## src/rtl/mem_ctl_pkg.sv

```systemverilog
// Shared types and constants for the single-port memory controller sequencer.
// Holds the FSM state encoding, the op encoding and the strobe-width limits.
package mem_ctl_pkg;

  typedef enum logic [1:0] {
    IDLE   = 2'd0,
    SETUP  = 2'd1,
    STROBE = 2'd2,
    HOLD   = 2'd3
  } state_t;

  typedef enum logic {
    OP_WR = 1'b0,
    OP_RD = 1'b1
  } op_t;

  localparam int WAIT_MIN = 1;
  localparam int WAIT_MAX = 15;
  localparam int CNT_W    = 4;

  // Counter preload for a given strobe width; out-of-range widths are clamped.
  function automatic logic [CNT_W-1:0] wait_load(input int cycles);
    int c;
    c = cycles;
    if (c < WAIT_MIN) c = WAIT_MIN;
    if (c > WAIT_MAX) c = WAIT_MAX;
    return CNT_W'(c - 1);
  endfunction

endpackage

```

## src/rtl/mem_ctl_seq_if.sv

```systemverilog
// Client handshake and memory bus bundle for mem_ctl_seq.
// The slave side is the controller; the master side is the client plus memory.
interface mem_ctl_seq_if #(
  parameter int AW = 8,
  parameter int DW = 8
);

  logic          din_valid;
  logic [AW-1:0] wr_addr;
  logic [DW-1:0] din;
  logic          din_ack;
  logic          rd_req;
  logic [AW-1:0] rd_addr;
  logic [DW-1:0] dout;
  logic          dout_valid;
  logic [AW-1:0] mem_addr;
  logic [DW-1:0] mem_wdata;
  logic [DW-1:0] mem_rdata;
  logic          mem_write;
  logic          mem_read;
  logic          anti_glitch;
  logic          busy;

  modport master (
    output din_valid, wr_addr, din, rd_req, rd_addr, mem_rdata,
    input  din_ack, dout, dout_valid, mem_addr, mem_wdata,
           mem_write, mem_read, anti_glitch, busy
  );

  modport slave (
    input  din_valid, wr_addr, din, rd_req, rd_addr, mem_rdata,
    output din_ack, dout, dout_valid, mem_addr, mem_wdata,
           mem_write, mem_read, anti_glitch, busy
  );

endinterface

```

## src/rtl/mem_ctl_rr_arb.sv

```systemverilog
// Two-requester round-robin arbiter: on a tie the channel not served last wins.
// The last-served flag resets to "read" so the write channel wins the first tie.
module mem_ctl_rr_arb (
  input  logic clk,
  input  logic rst,
  input  logic req_wr,
  input  logic req_rd,
  input  logic update,
  output logic gnt_wr,
  output logic gnt_rd
);

  logic last_rd_q;

  always_comb begin
    gnt_wr = req_wr & (~req_rd | last_rd_q);
    gnt_rd = req_rd & (~req_wr | ~last_rd_q);
  end

  // Remember who was served only when a grant is actually taken.
  always_ff @(posedge clk) begin
    if (rst) begin
      last_rd_q <= 1'b1;
    end else if (update && (gnt_wr || gnt_rd)) begin
      last_rd_q <= gnt_rd;
    end
  end

endmodule

```

## src/rtl/mem_ctl_seq.sv

```systemverilog
// Sequencer for the single-port memory controller: arbitrates write/read requests
// and runs each through SETUP / STROBE / HOLD with fully registered outputs.
module mem_ctl_seq
  import mem_ctl_pkg::*;
#(
  parameter int AW          = 8,
  parameter int DW          = 8,
  parameter int WAIT_CYCLES = 2
) (
  input logic          clk,
  input logic          rst,
  mem_ctl_seq_if.slave bus
);

  localparam logic [CNT_W-1:0] WAIT_LOAD = wait_load(WAIT_CYCLES);

  state_t           state_q, state_d;
  op_t              op_q, op_d;
  logic [CNT_W-1:0] wait_q, wait_d;
  logic             grant;
  logic             din_elig, rd_elig;
  logic             gnt_wr, gnt_rd;

  logic [AW-1:0]    mem_addr_q;
  logic [DW-1:0]    mem_wdata_q;
  logic [DW-1:0]    dout_q;
  logic             din_ack_q, dout_valid_q;
  logic             mem_write_q, mem_read_q;
  logic             anti_glitch_q, busy_q;

  // A channel whose completion pulse is showing is about to drop its request.
  assign din_elig = bus.din_valid & ~din_ack_q;
  assign rd_elig  = bus.rd_req & ~dout_valid_q;

  mem_ctl_rr_arb u_arb (
    .clk    (clk),
    .rst    (rst),
    .req_wr (din_elig),
    .req_rd (rd_elig),
    .update (state_q == IDLE),
    .gnt_wr (gnt_wr),
    .gnt_rd (gnt_rd)
  );

  always_comb begin
    state_d = state_q;
    op_d    = op_q;
    wait_d  = wait_q;
    grant   = 1'b0;
    case (state_q)
      IDLE: begin
        if (gnt_wr || gnt_rd) begin
          grant   = 1'b1;
          op_d    = gnt_rd ? OP_RD : OP_WR;
          state_d = SETUP;
        end
      end
      SETUP: begin
        wait_d  = WAIT_LOAD;
        state_d = STROBE;
      end
      STROBE: begin
        if (wait_q == '0) begin
          state_d = HOLD;
        end else begin
          wait_d = wait_q - 1'b1;
        end
      end
      HOLD: begin
        state_d = IDLE;
      end
      default: begin
        state_d = IDLE;
      end
    endcase
  end

  always_ff @(posedge clk) begin
    if (rst) begin
      state_q <= IDLE;
      op_q    <= OP_WR;
      wait_q  <= '0;
    end else begin
      state_q <= state_d;
      op_q    <= op_d;
      wait_q  <= wait_d;
    end
  end

  // Outputs decode the next state so each one is a plain flop on the bus.
  always_ff @(posedge clk) begin
    if (rst) begin
      mem_addr_q    <= '0;
      mem_wdata_q   <= '0;
      dout_q        <= '0;
      din_ack_q     <= 1'b0;
      dout_valid_q  <= 1'b0;
      mem_write_q   <= 1'b0;
      mem_read_q    <= 1'b0;
      anti_glitch_q <= 1'b0;
      busy_q        <= 1'b0;
    end else begin
      if (grant) begin
        mem_addr_q <= gnt_rd ? bus.rd_addr : bus.wr_addr;
        if (gnt_wr) begin
          mem_wdata_q <= bus.din;
        end
      end
      if (state_q == STROBE && wait_q == '0 && op_q == OP_RD) begin
        dout_q <= bus.mem_rdata;
      end
      mem_write_q   <= (state_d == STROBE) && (op_d == OP_WR);
      mem_read_q    <= (state_d == STROBE) && (op_d == OP_RD);
      anti_glitch_q <= (state_d == SETUP) || (state_d == HOLD);
      busy_q        <= (state_d != IDLE);
      din_ack_q     <= (state_q == HOLD) && (op_q == OP_WR);
      dout_valid_q  <= (state_q == HOLD) && (op_q == OP_RD);
    end
  end

  assign bus.mem_addr    = mem_addr_q;
  assign bus.mem_wdata   = mem_wdata_q;
  assign bus.dout        = dout_q;
  assign bus.din_ack     = din_ack_q;
  assign bus.dout_valid  = dout_valid_q;
  assign bus.mem_write   = mem_write_q;
  assign bus.mem_read    = mem_read_q;
  assign bus.anti_glitch = anti_glitch_q;
  assign bus.busy        = busy_q;

endmodule

```

## src/flat_wrapper.sv

```systemverilog
// flat-port wrapper written by rule: the top's interface ports become plain ports
module mem_ctl_seq_flat import mem_ctl_pkg::*;
#(
  parameter int AW          = 8,
  parameter int DW          = 8,
  parameter int WAIT_CYCLES = 2
)
  (clk, rst, bus_din_valid, bus_wr_addr, bus_din, bus_rd_req, bus_rd_addr, bus_mem_rdata, bus_din_ack, bus_dout, bus_dout_valid, bus_mem_addr, bus_mem_wdata, bus_mem_write, bus_mem_read, bus_anti_glitch, bus_busy);
  mem_ctl_seq_if #(.AW(AW), .DW(DW)) bus_i ();
  input logic clk;
  input logic rst;
  input wire logic [$bits(bus_i.din_valid)-1:0] bus_din_valid;
  input wire logic [$bits(bus_i.wr_addr)-1:0] bus_wr_addr;
  input wire logic [$bits(bus_i.din)-1:0] bus_din;
  input wire logic [$bits(bus_i.rd_req)-1:0] bus_rd_req;
  input wire logic [$bits(bus_i.rd_addr)-1:0] bus_rd_addr;
  input wire logic [$bits(bus_i.mem_rdata)-1:0] bus_mem_rdata;
  output wire logic [$bits(bus_i.din_ack)-1:0] bus_din_ack;
  output wire logic [$bits(bus_i.dout)-1:0] bus_dout;
  output wire logic [$bits(bus_i.dout_valid)-1:0] bus_dout_valid;
  output wire logic [$bits(bus_i.mem_addr)-1:0] bus_mem_addr;
  output wire logic [$bits(bus_i.mem_wdata)-1:0] bus_mem_wdata;
  output wire logic [$bits(bus_i.mem_write)-1:0] bus_mem_write;
  output wire logic [$bits(bus_i.mem_read)-1:0] bus_mem_read;
  output wire logic [$bits(bus_i.anti_glitch)-1:0] bus_anti_glitch;
  output wire logic [$bits(bus_i.busy)-1:0] bus_busy;
  assign bus_i.din_valid = bus_din_valid;
  assign bus_i.wr_addr = bus_wr_addr;
  assign bus_i.din = bus_din;
  assign bus_i.rd_req = bus_rd_req;
  assign bus_i.rd_addr = bus_rd_addr;
  assign bus_i.mem_rdata = bus_mem_rdata;
  assign bus_din_ack = bus_i.din_ack;
  assign bus_dout = bus_i.dout;
  assign bus_dout_valid = bus_i.dout_valid;
  assign bus_mem_addr = bus_i.mem_addr;
  assign bus_mem_wdata = bus_i.mem_wdata;
  assign bus_mem_write = bus_i.mem_write;
  assign bus_mem_read = bus_i.mem_read;
  assign bus_anti_glitch = bus_i.anti_glitch;
  assign bus_busy = bus_i.busy;
  mem_ctl_seq #(.AW(AW), .DW(DW), .WAIT_CYCLES(WAIT_CYCLES)) u_core (.clk(clk), .rst(rst), .bus(bus_i));
endmodule
```

## config.mk

```make
export PLATFORM = sky130hd
export DESIGN_NAME = mem_ctl_seq_flat
export DESIGN_NICKNAME = d
export VERILOG_FILES = /design/src/rtl/mem_ctl_pkg.sv /design/src/rtl/mem_ctl_seq_if.sv /design/src/rtl/mem_ctl_rr_arb.sv /design/src/rtl/mem_ctl_seq.sv /design/src/flat_wrapper.sv
export SDC_FILE = /design/constraint.sdc
export NUM_CORES = 1
export LEC_CHECK = 0
export CAP_MARGIN = 20
export CORE_ASPECT_RATIO = 0.9
export CORE_MARGIN = 5
export CORE_UTILIZATION = 25
export DETAILED_ROUTE_END_ITERATION = 6
export GPL_ROUTABILITY_DRIVEN = 0
export GPL_TIMING_DRIVEN = 0
export SYNTH_ARGS = -nofsm -noshare
export SYNTH_HDL_FRONTEND = slang
export SYNTH_SLANG_ARGS = --single-unit
```

## constraint.sdc

```tcl
create_clock -name clk -period 2 [get_ports clk]
set_input_delay 0.4 -clock clk [delete_from_list [all_inputs] [get_ports clk]]
set_output_delay 0.4 -clock clk [all_outputs]
set_load 0.1 [all_outputs]
```

==> flow_metrics.env <==
export IMPL_status="completed"
export IMPL_grt_max_degree=12
export IMPL_ir_drop_uv=611
export IMPL_hp_class="reg -> reg"
export IMPL_vias_per_cell=4.25
export IMPL_track_usage_pct=10.3
export IMPL_port_buffer_count=64
export IMPL_grt_pass1_vias=1382
export IMPL_timing_setup_tns_ns=0
export IMPL_hpwl_um=2930
export IMPL_cp_depth=1
export IMPL_core_area_mm2=0.00611
export IMPL_whs_ns=0.488
export IMPL_maxCapViolCount=0
export IMPL_syn_to_final_growth_pct=51.9
export IMPL_dieArea_mm2=0.00799
export IMPL_synth_largest_area_cell="dfxtp_1"
export IMPL_crit_path_top_delay_cell="dlygate4sd2_1"
export IMPL_p_leak_uw=0.00105
export IMPL_fmax_mhz=515
export IMPL_drv_slew=0
export IMPL_ctsHoldBuffers=0
export IMPL_r2r_cells=7
export IMPL_worst_hold_path_num_cells=2
export IMPL_tightest_slew_ns=0.984
export IMPL_finalHoldViolCount=0
export IMPL_synthTopCellsByCount="dfxtp_1, nor2_1, mux2i_1"
export IMPL_h_tree_depth=2
export IMPL_die_width_um=93.6
export IMPL_synthArstFlopShare_pct=0
export IMPL_antenna_found_initial=0
export IMPL_clock_latency_ns=0.29
export IMPL_yosys_warnings=0
export IMPL_first_pass_iters=4
export IMPL_clock_sinks=37
export IMPL_p_per_area_mw_per_mm2=1530
export IMPL_ys_seq_area_share_pct=47.1
export IMPL_drc=0
export IMPL_clock_path_buffers=2
export IMPL_relSlewSlack_pct=34.6
export IMPL_wirelength_um=3940
export IMPL_critical_path_buf_inv_count=1
export IMPL_drive_gt1_share_pct=8.51
export IMPL_synth_ff_type="dfxtp_1"
export IMPL_placementRows=27
export IMPL_ys_top_cells_by_area="dfxtp_1, mux2i_1, nor2_1"
export IMPL_stdcell_area_mm2=0.00239
export IMPL_initialDrtViolationCount=76
export IMPL_dieHeight_um=85.3
export IMPL_pin_count=66
export IMPL_path_cells="dlygate4sd2_1"
export IMPL_clk_pin_slew_worst_paths_ns=0.07
export IMPL_setup_viol=0
export IMPL_multiInputGateArea_um2=777
export IMPL_synthDistinctLibCells=31
export IMPL_syn_nets=206
export IMPL_fin_worst_skew_ns=0.00748
export IMPL_cp_start_kind="flip-flop"
export IMPL_antennaDiodeCount=0
export IMPL_crit_type="reg -> out"
export IMPL_post_route_util_pct=39.1
export IMPL_synth_edf_count=0
export IMPL_antenna_left=0
export IMPL_fin_crit_ns=1.94
export IMPL_synth_top_area_share_pct=47.1
export IMPL_initial_utilization_pct=25.7
export IMPL_grt_pass1_wl_um=6490
export IMPL_avgSynthCellArea_um2=9.66
export IMPL_regArea_um2=742
export IMPL_slowest_delay_ns=0.88
export IMPL_syn_area_mm2=0.00157
export IMPL_critical_path_top_delay_family="buffers and inverters"
export IMPL_critical_path_required_ns=1.60
export IMPL_vias=1370
export IMPL_cp_max_fo=3
export IMPL_cts_made_buffers=5
export IMPL_cts_tree="yes"
export IMPL_dpl_cell_area_mm2=0.00232
export IMPL_overflow=0
export IMPL_arrival_ns=1.54
export IMPL_fin_nets=277
export IMPL_critPathCaptureType="output port"
export IMPL_postCtsSetupRepairBufs=0
export IMPL_ys_ff_latch=37
export IMPL_root_buffer="clkbuf_8"
export IMPL_fillers=635
export IMPL_synth_most_common_cell="dfxtp_1"
export IMPL_rsz0062_at_grt="false"
export IMPL_syn_inst=163
export IMPL_wl_per_cell_um=12.2
export IMPL_min_period_over_period_pct=97.0
export IMPL_p_total_uw=3670
[where the power goes]
group,switching [uW],internal (uW)
Clock,256,311
Combinational,1530,531
Sequential,115,922
[logic make-up (layout without fill, tap and decap cells)]
| family | count (synthesis) | count (layout) | synth area share (%) |
|---|---|---|---|
| and+or+nand+nor | 58 | 58 | 19.2 |
| DFF | 37 | 37 | 47.1 |
| AOI/OAI and AO/OA | 33 | 33 | 14.5 |
| muxes | 16 | 16 | 10.2 |
| buffers and inverters | 12 | 84 | 3.58 |
| adders and majority gates | 7 | 7 | 5.56 |
[stage by stage]
stage	setup WS, ns	std cells
after floorplan	0.0527	163
after global placement	0.0601	314
after detailed placement	0.0498	314
after CTS	0.0244	322
after global routing	0.00750	322
final	0.0601	322
[sequential cells by signal (all words and copies together), names as in the netlist]
register	flops
u_core.bus.dout	8
u_core.bus.mem_addr	8
u_core.bus.mem_wdata	8
u_core.wait_q	4
u_core.state_q	2
u_core.bus.busy	1
u_core.bus.din_ack	1
u_core.bus.dout_valid	1
u_core.bus.mem_read	1
u_core.bus.mem_write	1
u_core.op_q	1
u_core.u_arb.last_rd_q	1
[layer usage]
| layer | part of all wire [%] | track usage, % | vias up |
|---|---|---|---|
| li1 | - | - | 700 |
| met5 | 0 | 0 | - |
| met4 | 1.8 | 4.72 | 0 |
| met1 | 46 | 12.3 | 621 |
| met2 | 44 | 15.9 | 42 |
| met3 | 9.1 | 4.70 | 7 |
[area by class of cell]
class                      instances  area share (%)
buffer                             6            1.41
tap                               87            4.55
clock inverter                     1           0.209
inverter                           6           0.942
clock buffer                       7            4.03
timing repair buffer              64            25.3
multi-input combinational        114            32.5
sequential                        37            31.0
[final timing paths]
| check | from | to | slack [ns] |
|---|---|---|---|
| min | u_core.bus.mem_wdata[6] | u_core.bus.mem_wdata[6] | 0.49 |
| min reg2reg | u_core.bus.mem_wdata[6] | u_core.bus.mem_wdata[6] | 0.49 |
| max | u_core.bus.din_ack | bus_din_ack | 0.06 |
| max reg2reg | u_core.wait_q[0] | u_core.bus.dout[7] | 0.40 |
[worst reg2reg max path: cells and delay by family (launching register included)]
family / cells / cell delay (ns)
buffers and inverters: 2 / 0.28
flip-flops: 1 / 0.35
adder cells (fa/ha/maj): 1 / 0.15
AND/OR/NAND/NOR: 3 / 0.49
multiplexers: 1 / 0.20
[timing repair]
item	CTS	global route
gates resized for setup	30	2
pin swaps	0	0
gates cloned	0	0
endpoints found under the setup margin	30	2
[placed cells by master (no fill, tap or decap), drive strengths merged, types with 2 or more instances in the layout]
cell / count
dfxtp: 37
clkdlybuf4s50: 34
nor2: 29
dlygate4sd2: 28
mux2i: 16
nand2: 13
a21oi: 13
clkbuf: 11
a211oi: 9
ha: 7
inv: 6
nor2b: 4
o21ai: 4
nor3b: 3
nand3b: 2
o21a: 2
and3: 2
clkdlybuf4s15: 2
buf: 2
Power figures use the tool's default switching activity.
